## src/rtl/multicycle_ctrl.sv

```systemverilog
// Control FSM for a multi-cycle RV32I datapath: sequences fetch, decode, execute, memory and writeback,
// drives the datapath selects from the current instruction, and counts retired instructions.
module multicycle_ctrl #(
  parameter int DATA_W = 32
) (
  input  logic              clk,
  input  logic              rst_n,
  input  logic [31:0]       Inst,
  input  logic              mem_ready,
  input  logic              BrEq,
  input  logic              BrLT,
  output logic              mem_req,
  output logic              MemRW,
  output logic              IRWrite,
  output logic              PCWrite,
  output logic              RegWEn,
  output logic              PCSel,
  output logic [2:0]        ImmSel,
  output logic              ASel,
  output logic              BSel,
  output logic              BrUn,
  output logic [1:0]        WBSel,
  output logic              halted,
  output logic [DATA_W-1:0] instret
);

  localparam logic [6:0] OPC_LUI    = 7'b0110111;
  localparam logic [6:0] OPC_AUIPC  = 7'b0010111;
  localparam logic [6:0] OPC_JAL    = 7'b1101111;
  localparam logic [6:0] OPC_JALR   = 7'b1100111;
  localparam logic [6:0] OPC_LOAD   = 7'b0000011;
  localparam logic [6:0] OPC_STORE  = 7'b0100011;
  localparam logic [6:0] OPC_OPIMM  = 7'b0010011;
  localparam logic [6:0] OPC_OP     = 7'b0110011;
  localparam logic [6:0] OPC_BRANCH = 7'b1100011;

  localparam logic [2:0] IMM_I = 3'd0;
  localparam logic [2:0] IMM_S = 3'd1;
  localparam logic [2:0] IMM_B = 3'd2;
  localparam logic [2:0] IMM_J = 3'd3;
  localparam logic [2:0] IMM_U = 3'd4;

  typedef enum logic [2:0] {
    FETCH  = 3'd0,
    DECODE = 3'd1,
    EXEC   = 3'd2,
    MEM    = 3'd3,
    WB     = 3'd4,
    HALT   = 3'd5
  } state_t;

  state_t            state_q, state_d;
  logic [DATA_W-1:0] instret_q;

  logic [6:0] opcode;
  logic [2:0] funct3;
  logic       is_lui, is_auipc, is_jal, is_jalr, is_load, is_store;
  logic       is_opimm, is_op, is_branch, is_jump, legal, taken;

  logic mem_req_c, memrw_c, irwrite_c, pcwrite_c, regwen_c, pcsel_c;

  logic unused_inst;
  assign unused_inst = ^{Inst[31:15], Inst[11:7]};

  assign opcode = Inst[6:0];
  assign funct3 = Inst[14:12];

  always_comb begin
    is_lui    = (opcode == OPC_LUI);
    is_auipc  = (opcode == OPC_AUIPC);
    is_jal    = (opcode == OPC_JAL);
    is_jalr   = (opcode == OPC_JALR);
    is_load   = (opcode == OPC_LOAD);
    is_store  = (opcode == OPC_STORE);
    is_opimm  = (opcode == OPC_OPIMM);
    is_op     = (opcode == OPC_OP);
    is_branch = (opcode == OPC_BRANCH);
    is_jump   = is_jal | is_jalr;
    // funct3 010/011 are unassigned branch encodings and trap like any unknown opcode
    legal     = is_lui | is_auipc | is_jump | is_load | is_store | is_opimm | is_op |
                (is_branch & (funct3[2:1] != 2'b01));
  end

  always_comb begin
    taken = 1'b0;
    case (funct3)
      3'b000:         taken = BrEq;
      3'b001:         taken = ~BrEq;
      3'b100, 3'b110: taken = BrLT;
      3'b101, 3'b111: taken = ~BrLT;
      default:        taken = 1'b0;
    endcase
  end

  // Datapath selects follow the instruction register in every state
  always_comb begin
    ImmSel = IMM_I;
    if (is_store)                ImmSel = IMM_S;
    else if (is_branch)          ImmSel = IMM_B;
    else if (is_jal)             ImmSel = IMM_J;
    else if (is_lui | is_auipc)  ImmSel = IMM_U;
    ASel  = is_auipc | is_jal | is_branch;
    BSel  = ~is_op;
    BrUn  = is_branch & funct3[1];
    WBSel = is_load ? 2'd0 : (is_jump ? 2'd2 : 2'd1);
  end

  always_ff @(posedge clk or negedge rst_n) begin
    if (!rst_n) state_q <= FETCH;
    else        state_q <= state_d;
  end

  always_comb begin
    state_d   = state_q;
    mem_req_c = 1'b0;
    memrw_c   = 1'b0;
    irwrite_c = 1'b0;
    pcwrite_c = 1'b0;
    regwen_c  = 1'b0;
    pcsel_c   = 1'b0;
    case (state_q)
      FETCH: begin
        mem_req_c = 1'b1;
        if (mem_ready) begin
          irwrite_c = 1'b1;
          state_d   = DECODE;
        end
      end
      DECODE: state_d = legal ? EXEC : HALT;
      EXEC: begin
        if (is_branch) begin
          pcwrite_c = 1'b1;
          pcsel_c   = taken;
          state_d   = FETCH;
        end else if (is_load | is_store) begin
          state_d = MEM;
        end else begin
          state_d = WB;
        end
      end
      MEM: begin
        mem_req_c = 1'b1;
        memrw_c   = is_store;
        if (mem_ready) begin
          if (is_store) begin
            pcwrite_c = 1'b1;
            state_d   = FETCH;
          end else begin
            state_d = WB;
          end
        end
      end
      WB: begin
        regwen_c  = 1'b1;
        pcwrite_c = 1'b1;
        pcsel_c   = is_jump;
        state_d   = FETCH;
      end
      HALT:    state_d = HALT;
      default: state_d = FETCH;
    endcase
  end

  // Reset forces FETCH, whose mem_req would otherwise be high; gating keeps the bus quiet during reset
  assign mem_req = rst_n & mem_req_c;
  assign MemRW   = rst_n & memrw_c;
  assign IRWrite = rst_n & irwrite_c;
  assign PCWrite = rst_n & pcwrite_c;
  assign RegWEn  = rst_n & regwen_c;
  assign PCSel   = pcsel_c;
  assign halted  = (state_q == HALT);

  // Every retirement path is marked by exactly one PCWrite pulse
  always_ff @(posedge clk or negedge rst_n) begin
    if (!rst_n)         instret_q <= '0;
    else if (pcwrite_c) instret_q <= instret_q + DATA_W'(1);
  end

  assign instret = instret_q;

endmodule

```

## config.mk

```make
export PLATFORM = sky130hd
export DESIGN_NAME = multicycle_ctrl
export DESIGN_NICKNAME = d
export VERILOG_FILES = /design/src/rtl/multicycle_ctrl.sv
export SDC_FILE = /design/constraint.sdc
export NUM_CORES = 1
export LEC_CHECK = 0
export CORE_ASPECT_RATIO = 1.4
export CORE_UTILIZATION = 39
export DETAILED_ROUTE_END_ITERATION = 8
export GPL_TIMING_DRIVEN = 0
export PLACE_DENSITY = 0.74
export SYNTH_ARGS = -nofsm -noshare
export SYNTH_HDL_FRONTEND = slang
export SYNTH_SLANG_ARGS = --single-unit
```

## constraint.sdc

```tcl
create_clock -name clk -period 2.4 [get_ports clk]
set_clock_uncertainty 0.05 [all_clocks]
set_input_delay 0.48 -clock clk [delete_from_list [all_inputs] [get_ports clk]]
set_output_delay 0.48 -clock clk [all_outputs]
set_load 0.05 [all_outputs]
```

After elaboration in Yosys (flattened, before gate mapping) --
Index checks and enable logic that the tools add are counted.
Word-level totals: register bits after elaboration 35, logic and storage cells 77
Operators by class: add/subtract/negate cells 1, reduce and logical (&&, ||, !) cells 6, bitwise operators 21, eq/ne operators 22, multiplexer cells 25
Operators by type and width (count):
- $add 32x1->32 const B | 1
- $mux 3 | 10
- $eq 7x6->1 const B | 3
- $eq 7x7->1 const B | 3
- $eq 3x3->1 const B | 6
- $pmux 3 s5 | 1
- $eq 7x5->1 const B | 2
- $or 1x1->1 | 11
- $mux 1 | 9
- $and 1x1->1 | 7
- $eq 7x2->1 const B | 1
- $eq 3x1->1 const B | 2
- $eq 3x2->1 const B | 2
- $logic_not 3->1 | 2
- $reduce_or 2->1 | 3
- $mux 2 | 2
- $ne 2x2->1 const B | 2
- $pmux 1 s4 | 1
- $not 1->1 | 3
- $pmux 1 s3 | 1
- $ne 2x1->1 const B | 1
- $pmux 1 s2 | 1
- $reduce_and 2->1 | 1

Depth between registers and ports, before layout --
Gate-level depths: netlist (run 1).
depth after elaboration 10, depth in mapped cells 8

Worst setup path after synthesis (run 1) --
OpenSTA, ideal clock, no wires.
path kind input-to-output, from input Inst[2], to output PCWrite, cell stages on the path 6, setup slack -0.532 ns, required time 1.870 ns, arrival time 2.402 ns, path buffers 2, path through buf_6 > or4b_4 > or4_4 > nand2_1 > clkbuf_1 > and2_1
Between the ends: cells in the longest elaborated chain, start to end 5, elaborated cells between the ends (all ways) 7, classes of those cells 2 x eq/ne; 4 x mux; 1 x bitwise
RTL lines:
- start, declared | line 8 | input logic [31:0] Inst,
- $eq 7x6->1 | line 74 | is_store = (opcode == OPC_STORE);
- $mux 1 | line 145 | if (is_store) begin
- $mux 1 | line 144 | if (mem_ready) begin
- $pmux 1 s3 (*) | line 121 | case (state_q)
- $and 1x1->1 (*) | line 168 | assign PCWrite = rst_n & pcwrite_c;
- end, declared | line 15 | output logic PCWrite,
Mark *: on every way between the ends. The rest lies on a longest branch, timed or not.

Worst setup path after layout (run 1) --
from input Inst[4], to output PCWrite
The elaborated chain is that of the path after synthesis.

==> results.sh, run 1 <==
export IMPL_gr_total_overflow=0
export IMPL_start_util_pct=41.32
export IMPL_antenna_cells=0
export IMPL_dp_hpwl_microns=3726
export IMPL_antenna_found_initial=0
export IMPL_die_y_microns=87.41
export IMPL_drt_first_iter_violations=95
export IMPL_vias=1886
export IMPL_intPower_mw=1.337
export IMPL_synth_top_area_cell="dfrtp_1"
export IMPL_comb_power_share_pct=49.3
export IMPL_yosys_area_top_type_share_pct=43.10
export IMPL_cp_arrival_ps=1990
export IMPL_required_ps=1870
export IMPL_synth_common_cells="dfrtp_1, nand2_1, xor2_1"
export IMPL_cellLeakagePower_nw=1.554
export IMPL_synth_edff_count=0
export IMPL_cp_buffers_inverters=2
export IMPL_die_area_sq_um=5507
export IMPL_worstSetupPathType="input pin to output port"
export IMPL_htreeDepth=2
export IMPL_clock_sinks=35
export IMPL_syn_num_nets=252
export IMPL_clk_latency_ps=280
export IMPL_ff2ff_setup_slack_ps=10
export IMPL_drc=0
export IMPL_power_frac_seq_pct=33.2
export IMPL_die_w_microns=63.01
export IMPL_max_freq_ghz=0.3968
export IMPL_track_usage_pct=20.27
export IMPL_grt_max_degree=40
export IMPL_start_kind="input pin"
export IMPL_final_setup_worst_slack_ps=-120.4
export IMPL_crit_start="Inst[4]"
export IMPL_seq_area_frac_synth_pct=43.10
export IMPL_core_area_sq_um=4917
export IMPL_wl_microns=5542
export IMPL_synth_distinct_cells=40
export IMPL_crit_path_max_incr_delay_ps=520
export IMPL_r2r_start="state_q[2]"
export IMPL_synth_seq_cells=35
export IMPL_slew_violations=0
export IMPL_rsz0062_at_grt="yes"
export IMPL_cts_tree="yes"
export IMPL_core_rowCount=30
export IMPL_fillCellCount=399
export IMPL_area_delta_synth_final_pct=57.02
export IMPL_period_minus_slack_ps=2520
export IMPL_cp_max_fo=3
export IMPL_worst_hold_slack_ps=35.92
export IMPL_gp_congestion=0.8033
export IMPL_maxSlewHeadroom_pct=64.82
export IMPL_crit_family="simple AND/OR/NAND/NOR gates"
export IMPL_io_pins=84
export IMPL_swShare_pct=41.39
export IMPL_finalInstanceArea_sq_um=3191
export IMPL_syn_area_sq_um=2032
export IMPL_reg2reg_to="instret[15]"
export IMPL_synth_most_common_cell="dfrtp_1"
export IMPL_via_per_inst=5.283
export IMPL_syn_inst=214
export IMPL_outcome="complete, but fails checks"
export IMPL_wl_per_cell_microns=15.52
export IMPL_cts_root_buf="clkbuf_8"
export IMPL_holdCritPathClass="input pin to asynchronous set/reset pin"
export IMPL_firstDrtPassIters=4
export IMPL_port_buffers=60
export IMPL_synth_avg_cell_area_sq_um=9.495
export IMPL_violations="negative setup slack"
export IMPL_hold_buffers=0
export IMPL_critPathCaptureType="output port"
export IMPL_async_flop_share_pct=100.0
export IMPL_layout_drive_gt1_share_pct=27.65
export IMPL_synthTopCellsByArea="dfrtp_1, xor2_1, xnor2_1, nand2_1, nor3_1"
export IMPL_grt_pass1_wl_microns=8631
export IMPL_p_sw_mw=0.9444
export IMPL_crit_path_top_delay_cell="or4b_4"
export IMPL_cts_buffer_depth=2
export IMPL_setup_viol=5
export IMPL_ir_drop_uv=441.6
export IMPL_ys_warn_count=0
export IMPL_finalNetCount=330
export IMPL_worst_slew_pin_slew_ps=526.4
export IMPL_ant_nets=0
export IMPL_placed_cell_area_sq_um=2834
export IMPL_path_cells="buf_8 -> or4b_4 -> or4_4 -> nand2_4 -> and2_4 -> buf_8"
export IMPL_powerDensity_nw_per_um2=715.2
export IMPL_maxCapViolations=0
export IMPL_synth_ff_type="dfrtp_1"
export IMPL_clkPwrFrac_pct=17.5
export IMPL_finalHoldViolations=0
export IMPL_crit_top_cell="buf_8"
export IMPL_fin_util_pct=64.89
export IMPL_cts_buffers=5
export IMPL_rr_worst_depth=7
export IMPL_cts_clk_slew_worst_paths_ps=70
export IMPL_period_share_pct=105.0
export IMPL_grt_pass1_vias=1877
==> sequential cells by signal (all words and copies together), names as in the netlist <==
| register | cells |
|---|---|
| instret | 32 |
| state_q | 3 |
==> layout by cell type (no fill, tap or decap), drive strengths merged, types with 5 or more instances in the layout <==
cell type and count:
a21oi 10, and2 8, and3 7, and4 5
buf 28, clkbuf 13, clkdlybuf4s15 5, clkdlybuf4s50 32
dfrtp 35, inv 5, nand2 21, nand3 10
nand4 11, nor2 10, nor3 14, nor4 8
xnor2 15, xor2 16
==> what timing repair did <==
item | 4_1_cts | 5_1_grt
setup buffers | 7 | 6
gates resized for setup | 97 | 35
gates cloned | 1 | 0
pin swaps | 5 | 21
endpoints found under the setup margin | 46 | 34
==> final cells by class <==
class	instances	area (sq um)	area share (%)
multi-input cells	166	1344	42.12
flip-flops and latches	35	877.1	27.49
repair buffers	74	740.7	23.22
well taps	64	80.08	2.510
clock buffers	7	76.32	2.392
plain buffers	5	48.80	1.529
inverters	5	18.77	0.5882
clock inverters	1	5.005	0.1569
==> power by group through the flow <==
stage / combinational, mW / sequential, mW / clock [mW]
floorplan: 0.493 / 0.865 / 0
global placement: 0.898 / 0.740 / 0
detailed placement: 0.902 / 0.743 / 0
CTS: 1.03 / 0.757 / 0.409
global route: 1.19 / 0.773 / 0.437
finish: 1.12 / 0.757 / 0.400
==> worst reg2reg max path, cell delays in order (launching register included) <==
cell and delay (ps):
dfrtp_1 460, nand2b_2 260, or4_4 580, buf_4 160, and2_4 200, buf_12 150, nor4_4 260, xor2_1 190
==> metrics by stage <==
stage | worst slack, ps | instances | total power, mW | setup TNS, ps
5_1_grt | -171.3 | 357 | 2.401 | -770.3
3_5_place_dp | -1673 | 338 | 1.644 | -28640
2_1_floorplan | -289.0 | 214 | 1.358 | -379.0
4_1_cts | -262.2 | 352 | 2.200 | -797.2
3_3_place_gp | -1688 | 338 | 1.638 | -33640
6_report | -120.4 | 357 | 2.282 | -186.9
==> how the worst max path moves through the flow <==
stage,endpoint,cells after the start,slack [ps]
finish,PCWrite,6,-120
global route,PCWrite,6,-170
CTS,PCWrite,7,-260
detailed placement,PCWrite,7,-1670
global placement,PCWrite,7,-1690
floorplan,PCWrite,6,-290
==> cell families after synthesis <==
group	share of synthesized area, %
compound gates	6.158
flops	43.10
xor+xnor	13.36
buf+inv	3.756
simple gates	33.00
fa+ha+maj	0.6157
==> metal layers <==
layer	routed length, microns	global-route usage [%]	up-vias
li1	-	-	919
met1	2223	22.50	913
met2	3044	37.63	48
met3	193	4.188	6
met4	81	7.400	0
met5	0	0	-
No activity file was read; power rests on OpenSTA's default activity.
==> run 2: changes to the inputs <==
--- a/config.mk
+++ b/config.mk
@@ -5,6 +5,7 @@
 export SDC_FILE = /design/constraint.sdc
 export NUM_CORES = 1
 export LEC_CHECK = 0
+export CAP_MARGIN = 20
 export CORE_ASPECT_RATIO = 1.4
 export CORE_UTILIZATION = 39
 export DETAILED_ROUTE_END_ITERATION = 8
==> results of run 2 <==
Final layout, timing and power as in run 1 (identical DEF).
